==> src/rtl/booth_mult_sequencer_if.sv <==
// Bus between the multiply sequencer, its requester and the combinational
// Booth step unit. The master side is the requester plus step unit; the
// slave side is the sequencer.
interface booth_mult_sequencer_if;
    logic        ctrl_mult;
    logic [31:0] data_operandA;
    logic [31:0] data_operandB;
    logic [64:0] step_in;
    logic [31:0] step_multiplicand;
    logic [31:0] step_multiplier;
    logic [64:0] step_out;
    logic        step_exception;
    logic [31:0] data_result;
    logic        data_exception;
    logic        data_resultRDY;
    logic        busy;

    modport master (
        output ctrl_mult, data_operandA, data_operandB, step_out, step_exception,
        input  step_in, step_multiplicand, step_multiplier,
               data_result, data_exception, data_resultRDY, busy
    );

    modport slave (
        input  ctrl_mult, data_operandA, data_operandB, step_out, step_exception,
        output step_in, step_multiplicand, step_multiplier,
               data_result, data_exception, data_resultRDY, busy
    );
endinterface

==> src/rtl/booth_mult_sequencer.sv <==
// Sequencer for a 32x32 signed radix-2 Booth multiply. Owns the 65-bit
// {hi, lo, q_1} partial-product register and iterates an external
// combinational step unit once per cycle, then publishes the low product
// word with the final-step overflow flag and a one-cycle ready pulse.
module booth_mult_sequencer #(
    parameter int ITERATIONS = 32
) (
    input logic                  clock,
    input logic                  reset_n,
    booth_mult_sequencer_if.slave bus
);
    localparam int CNT_W = (ITERATIONS > 1) ? $clog2(ITERATIONS) : 1;
    localparam logic [CNT_W-1:0] LAST = CNT_W'(ITERATIONS - 1);

    typedef enum logic [1:0] {IDLE, RUN, DONE} state_t;

    state_t           state, state_nxt;
    logic [64:0]      acc;
    logic [31:0]      mcand;
    logic [31:0]      mplier;
    logic [CNT_W-1:0] count;
    logic [31:0]      result;
    logic             exc;
    logic             last_step;

    assign last_step = (count == LAST);

    // State register.
    always_ff @(posedge clock or negedge reset_n) begin
        if (!reset_n) state <= IDLE;
        else          state <= state_nxt;
    end

    // Next state: a start strobe always (re)enters RUN, even mid-operation.
    always_comb begin
        state_nxt = state;
        case (state)
            IDLE:    if (bus.ctrl_mult) state_nxt = RUN;
            RUN:     if (bus.ctrl_mult) state_nxt = RUN;
                     else if (last_step) state_nxt = DONE;
            DONE:    state_nxt = bus.ctrl_mult ? RUN : IDLE;
            default: state_nxt = IDLE;
        endcase
    end

    // Operand capture, partial-product iteration and result latch. A start
    // wins over the final step, so an aborted operation never publishes.
    always_ff @(posedge clock or negedge reset_n) begin
        if (!reset_n) begin
            acc    <= '0;
            mcand  <= '0;
            mplier <= '0;
            count  <= '0;
            result <= '0;
            exc    <= 1'b0;
        end else if (bus.ctrl_mult) begin
            mcand  <= bus.data_operandA;
            mplier <= bus.data_operandB;
            acc    <= {32'b0, bus.data_operandB, 1'b0};
            count  <= '0;
        end else if (state == RUN) begin
            acc   <= bus.step_out;
            count <= last_step ? '0 : count + 1'b1;
            if (last_step) begin
                result <= bus.step_out[32:1];
                exc    <= bus.step_exception;
            end
        end
    end

    // Everything seen by the step unit and the requester comes from flops.
    assign bus.step_in           = acc;
    assign bus.step_multiplicand = mcand;
    assign bus.step_multiplier   = mplier;
    assign bus.data_result       = result;
    assign bus.data_exception    = exc;
    assign bus.data_resultRDY    = (state == DONE);
    assign bus.busy              = (state == RUN);
endmodule

==> src/flat_wrapper.sv <==
// flat-port wrapper written by rule: the top's interface ports become plain ports
module booth_mult_sequencer_flat 
#(
    parameter int ITERATIONS = 32
)
  (clock, reset_n, bus_ctrl_mult, bus_data_operandA, bus_data_operandB, bus_step_out, bus_step_exception, bus_step_in, bus_step_multiplicand, bus_step_multiplier, bus_data_result, bus_data_exception, bus_data_resultRDY, bus_busy);
  booth_mult_sequencer_if bus_i ();
  input logic clock;
  input logic reset_n;
  input wire logic [$bits(bus_i.ctrl_mult)-1:0] bus_ctrl_mult;
  input wire logic [$bits(bus_i.data_operandA)-1:0] bus_data_operandA;
  input wire logic [$bits(bus_i.data_operandB)-1:0] bus_data_operandB;
  input wire logic [$bits(bus_i.step_out)-1:0] bus_step_out;
  input wire logic [$bits(bus_i.step_exception)-1:0] bus_step_exception;
  output wire logic [$bits(bus_i.step_in)-1:0] bus_step_in;
  output wire logic [$bits(bus_i.step_multiplicand)-1:0] bus_step_multiplicand;
  output wire logic [$bits(bus_i.step_multiplier)-1:0] bus_step_multiplier;
  output wire logic [$bits(bus_i.data_result)-1:0] bus_data_result;
  output wire logic [$bits(bus_i.data_exception)-1:0] bus_data_exception;
  output wire logic [$bits(bus_i.data_resultRDY)-1:0] bus_data_resultRDY;
  output wire logic [$bits(bus_i.busy)-1:0] bus_busy;
  assign bus_i.ctrl_mult = bus_ctrl_mult;
  assign bus_i.data_operandA = bus_data_operandA;
  assign bus_i.data_operandB = bus_data_operandB;
  assign bus_i.step_out = bus_step_out;
  assign bus_i.step_exception = bus_step_exception;
  assign bus_step_in = bus_i.step_in;
  assign bus_step_multiplicand = bus_i.step_multiplicand;
  assign bus_step_multiplier = bus_i.step_multiplier;
  assign bus_data_result = bus_i.data_result;
  assign bus_data_exception = bus_i.data_exception;
  assign bus_data_resultRDY = bus_i.data_resultRDY;
  assign bus_busy = bus_i.busy;
  booth_mult_sequencer #(.ITERATIONS(ITERATIONS)) u_core (.clock(clock), .reset_n(reset_n), .bus(bus_i));
endmodule
==> config.mk <==
export PLATFORM = sky130hd
export DESIGN_NAME = booth_mult_sequencer_flat
export DESIGN_NICKNAME = d
export VERILOG_FILES = /design/src/rtl/booth_mult_sequencer_if.sv /design/src/rtl/booth_mult_sequencer.sv /design/src/flat_wrapper.sv
export SDC_FILE = /design/constraint.sdc
export NUM_CORES = 1
export LEC_CHECK = 0
export ABC_AREA = 1
export CORE_UTILIZATION = 30
export DETAILED_ROUTE_END_ITERATION = 10
export PLACE_DENSITY = 0.66
export SETUP_SLACK_MARGIN = 0.15
export SLEW_MARGIN = 15
export SYNTH_ARGS = -nofsm -noshare
export SYNTH_HDL_FRONTEND = slang
export SYNTH_SLANG_ARGS = --single-unit
==> constraint.sdc <==
create_clock -name clock -period 2.1 [get_ports clock]
set_clock_uncertainty 0.05 [all_clocks]
set_input_delay 0.315 -clock clock [delete_from_list [all_inputs] [get_ports clock]]
set_output_delay 0.315 -clock clock [all_outputs]
set_load 0.1 [all_outputs]
# --- Word-level counts from Yosys, hierarchy flattened ---
# Cells that the tools add are included.
classes:
  n_addsub: 1
  eq_ne: 5
  mux: 10
  n_bitwise: 1
  n_reduce_logical: 4
ops:
  columns: ["operator", "count"]
  rows:
  - ["$mux 65", 2]
  - ["$mux 5", 3]
  - ["$mux 2", 3]
  - ["$pmux 2 s3", 1]
  - ["$add 5x1->5 const B", 1]
  - ["$eq 5x5->1 const B", 1]
  - ["$ne 3x2->1 const B", 1]
  - ["$reduce_and 3->1", 1]
  - ["$eq 2x1->1 const B", 1]
  - ["$eq 2x2->1 const B", 1]
  - ["$logic_not 2->1", 1]
  - ["$ne 2x2->1 const B", 1]
  - ["$reduce_and 2->1", 1]
  - ["$reduce_bool 2->1", 1]
  - ["$mux 1", 1]
  - ["$not 1->1", 1]
word_totals:
  reg_bits: 169
  out_inout_bits: 164
  word_cells: 28

# --- Logic depth before layout (Yosys ltp) ---
# Gate-level depths: netlist (run 1).
logic_depth:
  depth_word: 4
  ltp_mapped: 9
  ltp_nobuf: 8

# --- Worst setup path after synthesis (run 1) ---
# Ideal clock, no wire load.
synth_path:
  path_kind: "flip-flop to output port"
  startpoint: "register u_core.state[0]"
  endpoint: "output port bus_data_resultRDY"
  t_arrival_ps: 1657
  t_required_ps: 1735
  setup_slack_ps: 78
  path_stages_with_launch: 2
  cell_sequence: "dfrtp_1 > nor2_1"
synth_between:
  elab_chain_cells: 1
synth_rtl:
  columns: ["element", "line_no", "rtl"]
  rows:
  - ["from (decl)", "booth_mult_sequencer.sv:17", "state_t state, state_nxt;"]
  - ["from (signal assigned)", "booth_mult_sequencer.sv:31", "else state <= state_nxt;"]
  - ["$eq 2x2->1", "booth_mult_sequencer.sv:77", "assign bus.data_resultRDY = (state == DONE);"]
  - ["to (decl)", "flat_wrapper.sv:20", "output wire logic [$bits(bus_i.data_resultRDY)-1:0] bus_data_resultRDY;"]
# Every way passes these cells.

# --- Worst setup path in the final report (run 1) ---
layout_path:
  startpoint: "register u_core.count[0]"
  endpoint: "register u_core.result[25] (netlist: u_core.bus.data_result[25])"
layout_between:
  elab_chain_cells: 2
layout_rtl:
  columns: ["element", "line_no", "rtl"]
  rows:
  - ["from (decl)", "booth_mult_sequencer.sv:21", "logic [CNT_W-1:0] count;"]
  - ["from (signal assigned)", "booth_mult_sequencer.sv:63", "count <= last_step ? '0 : count + 1'b1;"]
  - ["$eq 5x5->1", "booth_mult_sequencer.sv:26", "assign last_step = (count == LAST);"]
  - ["$reduce_and 3->1 (no source line)", null, null]
  - ["to (signal assigned)", "booth_mult_sequencer.sv:65", "result <= bus.step_out[32:1];"]
  - ["to (decl)", "booth_mult_sequencer.sv:22", "logic [31:0] result;"]
# Every way passes these cells.
# A chain may end at the register's enable or synchronous reset.

==> impl_metrics.toml, run 1 <==
[global_routing]
grt_pass1_vias = 5765
global_route.overflow_total = 0
grt_start_max_net_pins = 54
grt_first_pass_wirelength_um = 31000
initial_antenna_violation_count = 0
grtUsageTotal_pct = 18.0

[clock_tree]
numClockSinks = 169
clkLatencyLatePin_ns = 0.42
cts_setup_buffers = 0
cts.path.max_buffers = 2
h-tree-depth = 4
tritoncts.num_buffers = 17
tritoncts_clock_tree = "built"
clk_pin_slew_worst_paths_ns = 0.07
cts.root.buffer_cell = "sky130_fd_sc_hd__clkbuf_16"

[setup_path]
worstPathCellList = "ha_1 > nand2_1 > nor2_1 > ha_1 > inv_1 > nor2_4 > buf_4 > nand2_1 > nand2_1"
cp_slowest_cell = "sky130_fd_sc_hd__dfrtp_1"
data_arrival_time_of_the_critical_path_ns = 2.01
critical_path.max_fanout = 25
crit_type = "flop to flop"
timing.critical_path.slowest_cell_delay_ns = 0.41
timing.critical_path.to_type = "flop"
worst_setup_path_start_kind = "flop"
critPathRequiredTime_ns = 2.40
timing.critical_path.mode_cell = "sky130_fd_sc_hd__nand2_1"

[routing]
routed_wire_length_per_instance_um = 14.6
route.detailed.vias_per_inst = 4.31
drt_pass1_iterations = 4
detail_route.drc_violations = 0
detailedRoute.firstIterationViolations = 215
route.antenna.remaining_nets = 0
wl_um = 20300
routed-via-count = 5969

[sta]
rsz0062_at_grt = "no"
layout_min_cycle_time_ns = 1.70
timing.fmax_ghz = 0.587
maxSlewViolCount = 0
slew-limit-headroom_pct = 63.4
finalSetupViolCount = 0
hold_slack_ns = 0.217
min_period_over_period_pct = 81.2
worst-slew-pin-transition_ns = 0.549
timing_hold_violations_final = 0
setup_tns_ns = 0

[synth]
syn-mean-instance-area_um2 = 8.38
syn-cell-area_um2 = 6670
post_synth_inst_count = 796
yosys-top-cells-area = "sky130_fd_sc_hd__dfrtp_1 63%, sky130_fd_sc_hd__nand2_1 32%, sky130_fd_sc_hd__buf_2 2.1%"
synthesis.nets = 931
ys_types = 16
synth_seq_cells = 169
yosysTopAreaCell = "sky130_fd_sc_hd__dfrtp_1"
synth.top_cell.area_share_pct = 63.4
synth-warning-count = 0
yosysSeqAreaShare_pct = 63.4

[floorplanning]
die_area_um2 = 22800
die_width_um = 151
coreArea_um2 = 21800
boundaryPins = 297
floorplan.die.height_um = 151
initial_core_util_pct = 30.6
placement_rows = 54

[power]
maximum_vdd_ir_drop_mv = 0.461
internal_power_uw = 5700
sequentialPowerShare_pct = 38.8
powerDensity_nw_per_um2 = 916
share_comb_of_total_power_pct = 29.6
power.share.switching_pct = 38.7
power.clock.fraction_pct = 31.6
total_switching_power_uw = 3600
leakagePower_uw = 0.00558

[outcome]
status = "completed"

[placement]
total_placed_cells_including_tap_cells = 1352
routabilityCongestion = 0.820
dpl_cell_area_um2 = 9590
detail_placement_hpwl_um = 14500
port_buffers = 296

[finish]
nFillCells = 2155
layout.nets = 1227
final_cells = 1385
area_of_all_placed_cells_without_fillers_um2 = 10200
layout_common_cells = "571 x sky130_fd_sc_hd__nand2_1, 174 x sky130_fd_sc_hd__buf_4, 169 x sky130_fd_sc_hd__dfrtp_1"
layout.cells.most_common = "sky130_fd_sc_hd__nand2_1"
areaGrowthSynthToFinish_pct = 52.2
layout-drive-gt1-share_pct = 19.8
diodes = 0
regArea_um2 = 4230
multiInputGateArea_um2 = 2240

[hold_path]
worstHoldPathType = "input port to flop"

[run]
timing.max_cap.violations = 0
## Yosys cell counts
cell                       number
sky130_fd_sc_hd__nand2_1      571
sky130_fd_sc_hd__dfrtp_1      169
sky130_fd_sc_hd__buf_2         28
sky130_fd_sc_hd__clkbuf_1       5
sky130_fd_sc_hd__inv_1          5
sky130_fd_sc_hd__buf_4          3
sky130_fd_sc_hd__nor2_1         3
sky130_fd_sc_hd__ha_1           2
sky130_fd_sc_hd__inv_2          2
sky130_fd_sc_hd__nand3_1        2
sky130_fd_sc_hd__a21oi_1        1
sky130_fd_sc_hd__nand4_1        1
sky130_fd_sc_hd__nor2_2         1
sky130_fd_sc_hd__nor2_4         1
sky130_fd_sc_hd__or2_2          1
sky130_fd_sc_hd__xor2_1         1
## through the flow
stage	total power, uW	worst slack, ns	util (%)
2_1_floorplan	5570	0.532	-
4_1_cts	9410	0.370	46.5
3_5_place_dp	6440	0.383	44.0
6_report	9300	0.396	46.5
3_3_place_gp	6420	0.451	44.0
5_1_grt	9670	0.184	46.5
## power by group through the flow
stage                     clock [uW]  sequential (uW)  combinational, uW
after floorplan                    0             5240                322
after global placement             0             3660               2760
after detailed placement           0             3660               2780
after CTS                       3030             3610               2780
after global routing            3150             3630               2880
final                           2940             3610               2750
## kinds of logic after synthesis
logic type,Yosys count,share of synthesized area [%]
simple gates,580,32.9
flops,169,63.4
buf+inv,43,3.11
compound gates,1,0.0750
fa+ha+maj,2,0.375
xor+xnor,1,0.131
## registers in the layout, summed over array words and instances, names as in the netlist
name	flops
u_core.bus.step_multiplicand	32
u_core.count	5
u_core.bus.step_multiplier	32
u_core.bus.data_result	32
u_core.bus.step_in	65
u_core.state	2
u_core.bus.data_exception	1
## final cells by class
| class | count | area share [%] |
|---|---|---|
| multi-input cells | 584 | 22.1 |
| well taps | 280 | 3.45 |
| clock inverters | 12 | 0.924 |
| flip-flops and latches | 169 | 41.7 |
| clock buffers | 20 | 4.50 |
| inverters | 7 | 0.271 |
| repair buffers | 313 | 27.1 |
## repair_timing
action,4_1_cts,5_1_grt
hold endpoints to repair,49,0
resized for setup,0,0
hold buffers,1,0
## metal layers
layer	GRT usage, %	up-vias	share of wire [%]
li1	-	2979	-
met1	22.4	2783	42
met2	30.1	189	49
met3	5.42	18	8.1
met4	5.25	0	0.99
met5	0	-	0
## worst paths after layout
kind,slack (ns),start,cells after the start,end
hold / removal,0.22,bus_ctrl_mult,3,u_core.bus.step_multiplier[19]$_DFFE_PN0P_
max in group asynchronous,0.98,reset_n,3,u_core.bus.step_multiplicand[16]$_DFFE_PN0P_
min in group asynchronous,0.36,reset_n,2,u_core.bus.step_in[43]$_DFFE_PN0P_
hold reg to reg,0.42,u_core.bus.step_multiplier[23]$_DFFE_PN0P_,2,u_core.bus.step_multiplier[23]$_DFFE_PN0P_
setup / recovery,0.40,u_core.count[0]$_DFFE_PN0P_,9,u_core.bus.data_result[25]$_DFFE_PN0P_
setup reg to reg,0.40,u_core.count[0]$_DFFE_PN0P_,9,u_core.bus.data_result[25]$_DFFE_PN0P_
## worst max-delay path, delay by kind of cell (launching register included)
family / cells / cell delay (ns)
simple gates: 5 / 0.42
flops: 1 / 0.41
fa+ha+maj: 2 / 0.39
buf+inv: 2 / 0.36
(Power assumes the default switching activity.)
==> run 2, diff against run 1 <==
Settings changed: PLACE_DENSITY 0.66 to 0.68.
Clock period 2.1 ns to 1.4 ns, I/O delays scaled along.
==> impl_metrics.toml, run 2 (synthesized netlist as in run 1, its figures left out) <==
[outcome]
status = "finished with violations"
failed_checks = "setup timing"

[global_routing]
global_route.overflow_total = 0
grt_first_pass_wirelength_um = 36800
grt_pass1_vias = 6540
initial_antenna_violation_count = 0
grtUsageTotal_pct = 21.6
grt_start_max_net_pins = 61

[routing]
route.detailed.vias_per_inst = 4.49
wl_um = 26900
detail_route.drc_violations = 0
routed_wire_length_per_instance_um = 17.7
routed-via-count = 6850
detailedRoute.firstIterationViolations = 242
drt_pass1_iterations = 4
route.antenna.remaining_nets = 0

[setup_path]
crit-reg2reg-capture = "u_core.bus.step_in[47]$_DFFE_PN0P_"
worstReg2RegStart = "u_core.state[1]$_DFFE_PN0P_"
r2r_setup_slk_ns = -0.27
critPathRequiredTime_ns = 1.14
timing.critical_path.to_type = "output port"
crit_type = "flop to output port"
critical_path.max_fanout = 2
worst_setup_path_start_kind = "flop"
data_arrival_time_of_the_critical_path_ns = 1.42
timing.reg2reg.worst_path_depth = 11

[finish]
area_of_all_placed_cells_without_fillers_um2 = 14800
nFillCells = 1576
final_cells = 1524
layout-drive-gt1-share_pct = 45.8
layout_common_cells = "376 x sky130_fd_sc_hd__nand2_1, 187 x sky130_fd_sc_hd__buf_12, 160 x sky130_fd_sc_hd__dfrtp_1"
layout.nets = 1366
largest_register_ffs = 65
areaGrowthSynthToFinish_pct = 122
diodes = 0
layout.cells.most_common = "sky130_fd_sc_hd__nand2_1"

[clock_tree]
tritoncts.num_buffers = 17
tritoncts_clock_tree = "built"
clk_pin_slew_worst_paths_ns = 0.07
cts.root.buffer_cell = "sky130_fd_sc_hd__clkbuf_16"
numClockSinks = 169
clkLatencyLatePin_ns = 0.41
cts.path.max_buffers = 2
h-tree-depth = 4

[floorplanning]
placement_rows = 54
floorplan.die.height_um = 151
die_width_um = 151
boundaryPins = 297
die_area_um2 = 22800
coreArea_um2 = 21800
initial_core_util_pct = 30.6

[sta]
worst-slew-pin-transition_ns = 0.454
min_period_over_period_pct = 120
timing.fmax_ghz = 0.597
timing_hold_violations_final = 0
layout_min_cycle_time_ns = 1.68
hold_slack_ns = 0.182
maxSlewViolCount = 0
fin_ws_ns = -0.275
rsz0062_at_grt = "yes"
slew-limit-headroom_pct = 69.8
finalSetupViolCount = 107

[placement]
routabilityCongestion = 0.821
detail_placement_hpwl_um = 15600
port_buffers = 296
dpl_cell_area_um2 = 11800
total_placed_cells_including_tap_cells = 1365

[power]
leakagePower_uw = 0.00757
maximum_vdd_ir_drop_mv = 0.741
final_total_power_uw = 16100
powerDensity_nw_per_um2 = 1090

[run]
timing.max_cap.violations = 0

[hold_path]
worstHoldPathType = "input port to async pin"
[run 2: per-stage QoR]
stage	setup slack [ns]	utilization (%)	TNS (ns)
2_1_floorplan	-0.0632	-	-1.61
3_3_place_gp	-0.482	54.0	-19.37
3_5_place_dp	-0.615	54.0	-23.46
4_1_cts	-0.255	61.4	-12.28
5_1_grt	-0.329	67.9	-28.39
6_report	-0.275	67.9	-22.85
[run 2: layer usage]
layer | up-vias | wire length, um | GRT usage (%)
li1 | 3278 | - | -
met1 | 3278 | 10500 | 26.1
met2 | 254 | 13900 | 37.0
met3 | 40 | 1840 | 6.33
met4 | 0 | 664 | 6.35
met5 | - | 0 | 0
[run 2: worst max-delay path: stages, from the launching register on]
cell	delay [ns]
sky130_fd_sc_hd__dfrtp_1	0.39
sky130_fd_sc_hd__inv_2	0.08
sky130_fd_sc_hd__buf_6	0.11
sky130_fd_sc_hd__nand2_4	0.06
sky130_fd_sc_hd__buf_6	0.12
sky130_fd_sc_hd__clkinvlp_4	0.08
sky130_fd_sc_hd__buf_12	0.17
[run 2: how the worst max path moves through the flow]
| stage | endpoint | startpoint | cells after the start |
|---|---|---|---|
| 5_1_grt | u_core.bus.data_result[31]$_DFFE_PN0P_ | u_core.count[1]$_DFFE_PN0P_ | 10 |
| 3_3_place_gp | u_core.bus.data_result[18]$_DFFE_PN0P_ | u_core.count[0]$_DFFE_PN0P_ | 8 |
| 6_report | bus_busy | u_core.state[1]$_DFFE_PN0P_ | 6 |
| 2_1_floorplan | bus_data_resultRDY | u_core.state[0]$_DFFE_PN0P_ | 1 |
| 4_1_cts | bus_busy | u_core.state[1]$_DFFE_PN0P_ | 6 |
| 3_5_place_dp | u_core.bus.data_result[21]$_DFFE_PN0P_ | u_core.count[0]$_DFFE_PN0P_ | 8 |
[run 2: report_power, final]
group | total [uW] | switching, uW | internal [uW]
registers | 5610 | 390 | 5220
clock network | 4710 | 2060 | 2640
logic | 5800 | 3520 | 2270
total | 16100 | 5980 | 10100
[run 2: layout make-up]
class	instances	area [um2]	share of cell area, %
repair buffers	451	6540	44.1
flip-flops and latches	169	4240	28.6
multi-input cells	585	3060	20.6
clock buffers	18	429	2.90
well taps	280	350	2.36
clock inverters	14	146	0.988
inverters	7	57.6	0.389
[run 2: timing repair]
item                                    4_1_cts  5_1_grt
gates cloned                                 14        8
hold buffers                                  1        0
gates resized for setup                      72      249
endpoints found under the setup margin      269      269
hold endpoints to repair                    169        0
pin swaps                                    17       77
buffers inserted                             49       55
==> run 3, diff against run 2 <==
Settings changed: CAP_MARGIN from default to 5, CTS_BUF_LIST from default to sky130_fd_sc_hd__clkbuf_4 sky130_fd_sc_hd__clkbuf_8 sky130_fd_sc_hd__clkbuf_16, SLEW_MARGIN 15 to 0.
==> impl_metrics.toml, run 3 (synthesized netlist as in run 1, its figures left out) <==
[placement]
routabilityCongestion = 0.821
detail_placement_hpwl_um = 15600
dpl_cell_area_um2 = 11800
port_buffers = 296
total_placed_cells_including_tap_cells = 1365
placement.setup.worst_slack_ns = -0.615

[hold_path]
worstHoldPathType = "input port to async pin"

[finish]
largest_register_ffs = 65
layout.cells.most_common = "sky130_fd_sc_hd__nand2_1"
layout.nets = 1365
post-route-util_pct = 67.8
diodes = 0
final_cells = 1523
area_of_all_placed_cells_without_fillers_um2 = 14800
layout-drive-gt1-share_pct = 45.7
layout_common_cells = "378 x sky130_fd_sc_hd__nand2_1, 187 x sky130_fd_sc_hd__buf_12, 160 x sky130_fd_sc_hd__dfrtp_1"
areaGrowthSynthToFinish_pct = 122

[floorplanning]
die_width_um = 151
initial_core_util_pct = 30.6
floorplan.die.height_um = 151
boundaryPins = 297
coreArea_um2 = 21800
placement_rows = 54
die_area_um2 = 22800

[setup_path]
worst_setup_path_start_kind = "flop"
timing.critical_path.slowest_cell_delay_ns = 0.36
timing.critical_path.to_type = "flop"
top_delay_family_on_crit_path = "buffers and inverters"
data_arrival_time_of_the_critical_path_ns = 1.94
critPathRequiredTime_ns = 1.65
critical_path.max_fanout = 7
crit_type = "flop to flop"
worstPathCellList = "ha_2 > nand2_2 > nor2_2 > ha_2 > buf_6 > nand2_8 > buf_12 > buf_16 > nand2_2 > nand2_1"
cp_slowest_cell = "sky130_fd_sc_hd__dfrtp_1"
crit_buf_inv = 3

[routing]
routed_wire_length_per_instance_um = 17.6
drt_pass1_iterations = 4
route.antenna.remaining_nets = 0
wl_um = 26800
detailedRoute.firstIterationViolations = 287
route.detailed.vias_per_inst = 4.51
detail_route.drc_violations = 0
routed-via-count = 6870

[global_routing]
initial_antenna_violation_count = 0
grtUsageTotal_pct = 21.6
grt_first_pass_wirelength_um = 36800
global_route.overflow_total = 0
grt_pass1_vias = 6540
grt_start_max_net_pins = 61

[power]
leakagePower_uw = 0.00757
powerDensity_nw_per_um2 = 1090
maximum_vdd_ir_drop_mv = 0.741

[sta]
fin_ws_ns = -0.288
layout_min_cycle_time_ns = 1.69
slew-limit-headroom_pct = 70.5
timing.fmax_ghz = 0.593
finalSetupViolCount = 107
rsz0062_at_grt = "yes"
worst-slew-pin-transition_ns = 0.443
setup_tns_ns = -23.02
timing_hold_violations_final = 0
min_period_over_period_pct = 121
maxSlewViolCount = 0

[outcome]
failed_checks = "setup timing"
status = "finished with violations"

[clock_tree]
clkLatencyLatePin_ns = 0.41
cts.path.max_buffers = 2
numClockSinks = 169
tritoncts_clock_tree = "built"
h-tree-depth = 4
cts.root.buffer_cell = "sky130_fd_sc_hd__clkbuf_16"
clk_pin_slew_worst_paths_ns = 0.07
tritoncts.num_buffers = 17

[run]
timing.max_cap.violations = 0
==> run 3: worst paths after layout <==
path                                        startpoint                                           end  slack [ns]  cells after the start
max reg2reg                u_core.count[1]$_DFFE_PN0P_        u_core.bus.data_result[31]$_DFFE_PN0P_       -0.29                     10
min                                            reset_n  u_core.bus.step_multiplicand[10]$_DFFE_PN0P_        0.18                      2
max                        u_core.count[1]$_DFFE_PN0P_        u_core.bus.data_result[31]$_DFFE_PN0P_       -0.29                     10
min reg2reg                u_core.count[4]$_DFFE_PN0P_                   u_core.count[4]$_DFFE_PN0P_        0.45                      2
min in group clock                       bus_ctrl_mult                   u_core.count[2]$_DFFE_PN0P_        0.27                      6
max in group asynchronous                      reset_n     u_core.bus.step_multiplier[1]$_DFFE_PN0P_        0.55                      3
==> run 3: routing by layer <==
metal,vias to the layer above,global-route usage [%],share of wire (%)
met5,-,0,0
met4,0,6.35,2.4
met3,38,6.33,7.2
met2,273,37.0,52
met1,3282,26.1,39
li1,3277,-,-
==> run 3: cell type report <==
class / count / area (um2)
clock buffers: 18 / 433
clock inverters: 14 / 146
fillers: 1568 / 7020
inverters: 7 / 57.6
multi-input cells: 585 / 3060
flip-flops and latches: 169 / 4240
well taps: 280 / 350
repair buffers: 450 / 6520
==> run 3: repair_timing <==
| action | CTS | global route |
|---|---|---|
| resized for setup | 72 | 246 |
| pin swaps | 17 | 76 |
| hold buffers | 1 | 0 |
| gates cloned | 14 | 8 |
| setup endpoints to repair | 269 | 269 |
| setup buffers | 49 | 54 |
| hold endpoints to repair | 169 | 0 |
==> run 3: where the power goes <==
| group | internal, uW | switching, uW |
|---|---|---|
| sequential | 5220 | 389 |
| clock | 2660 | 2070 |
| combinational | 2270 | 3520 |
==> run 3: metrics by stage <==
step                      hold WS, ns  power, uW
after floorplan                -0.136       8350
after global placement         0.0611      10700
after detailed placement       0.0666      10700
after CTS                       0.172      15800
after global routing            0.189      16700
final                           0.181      16100
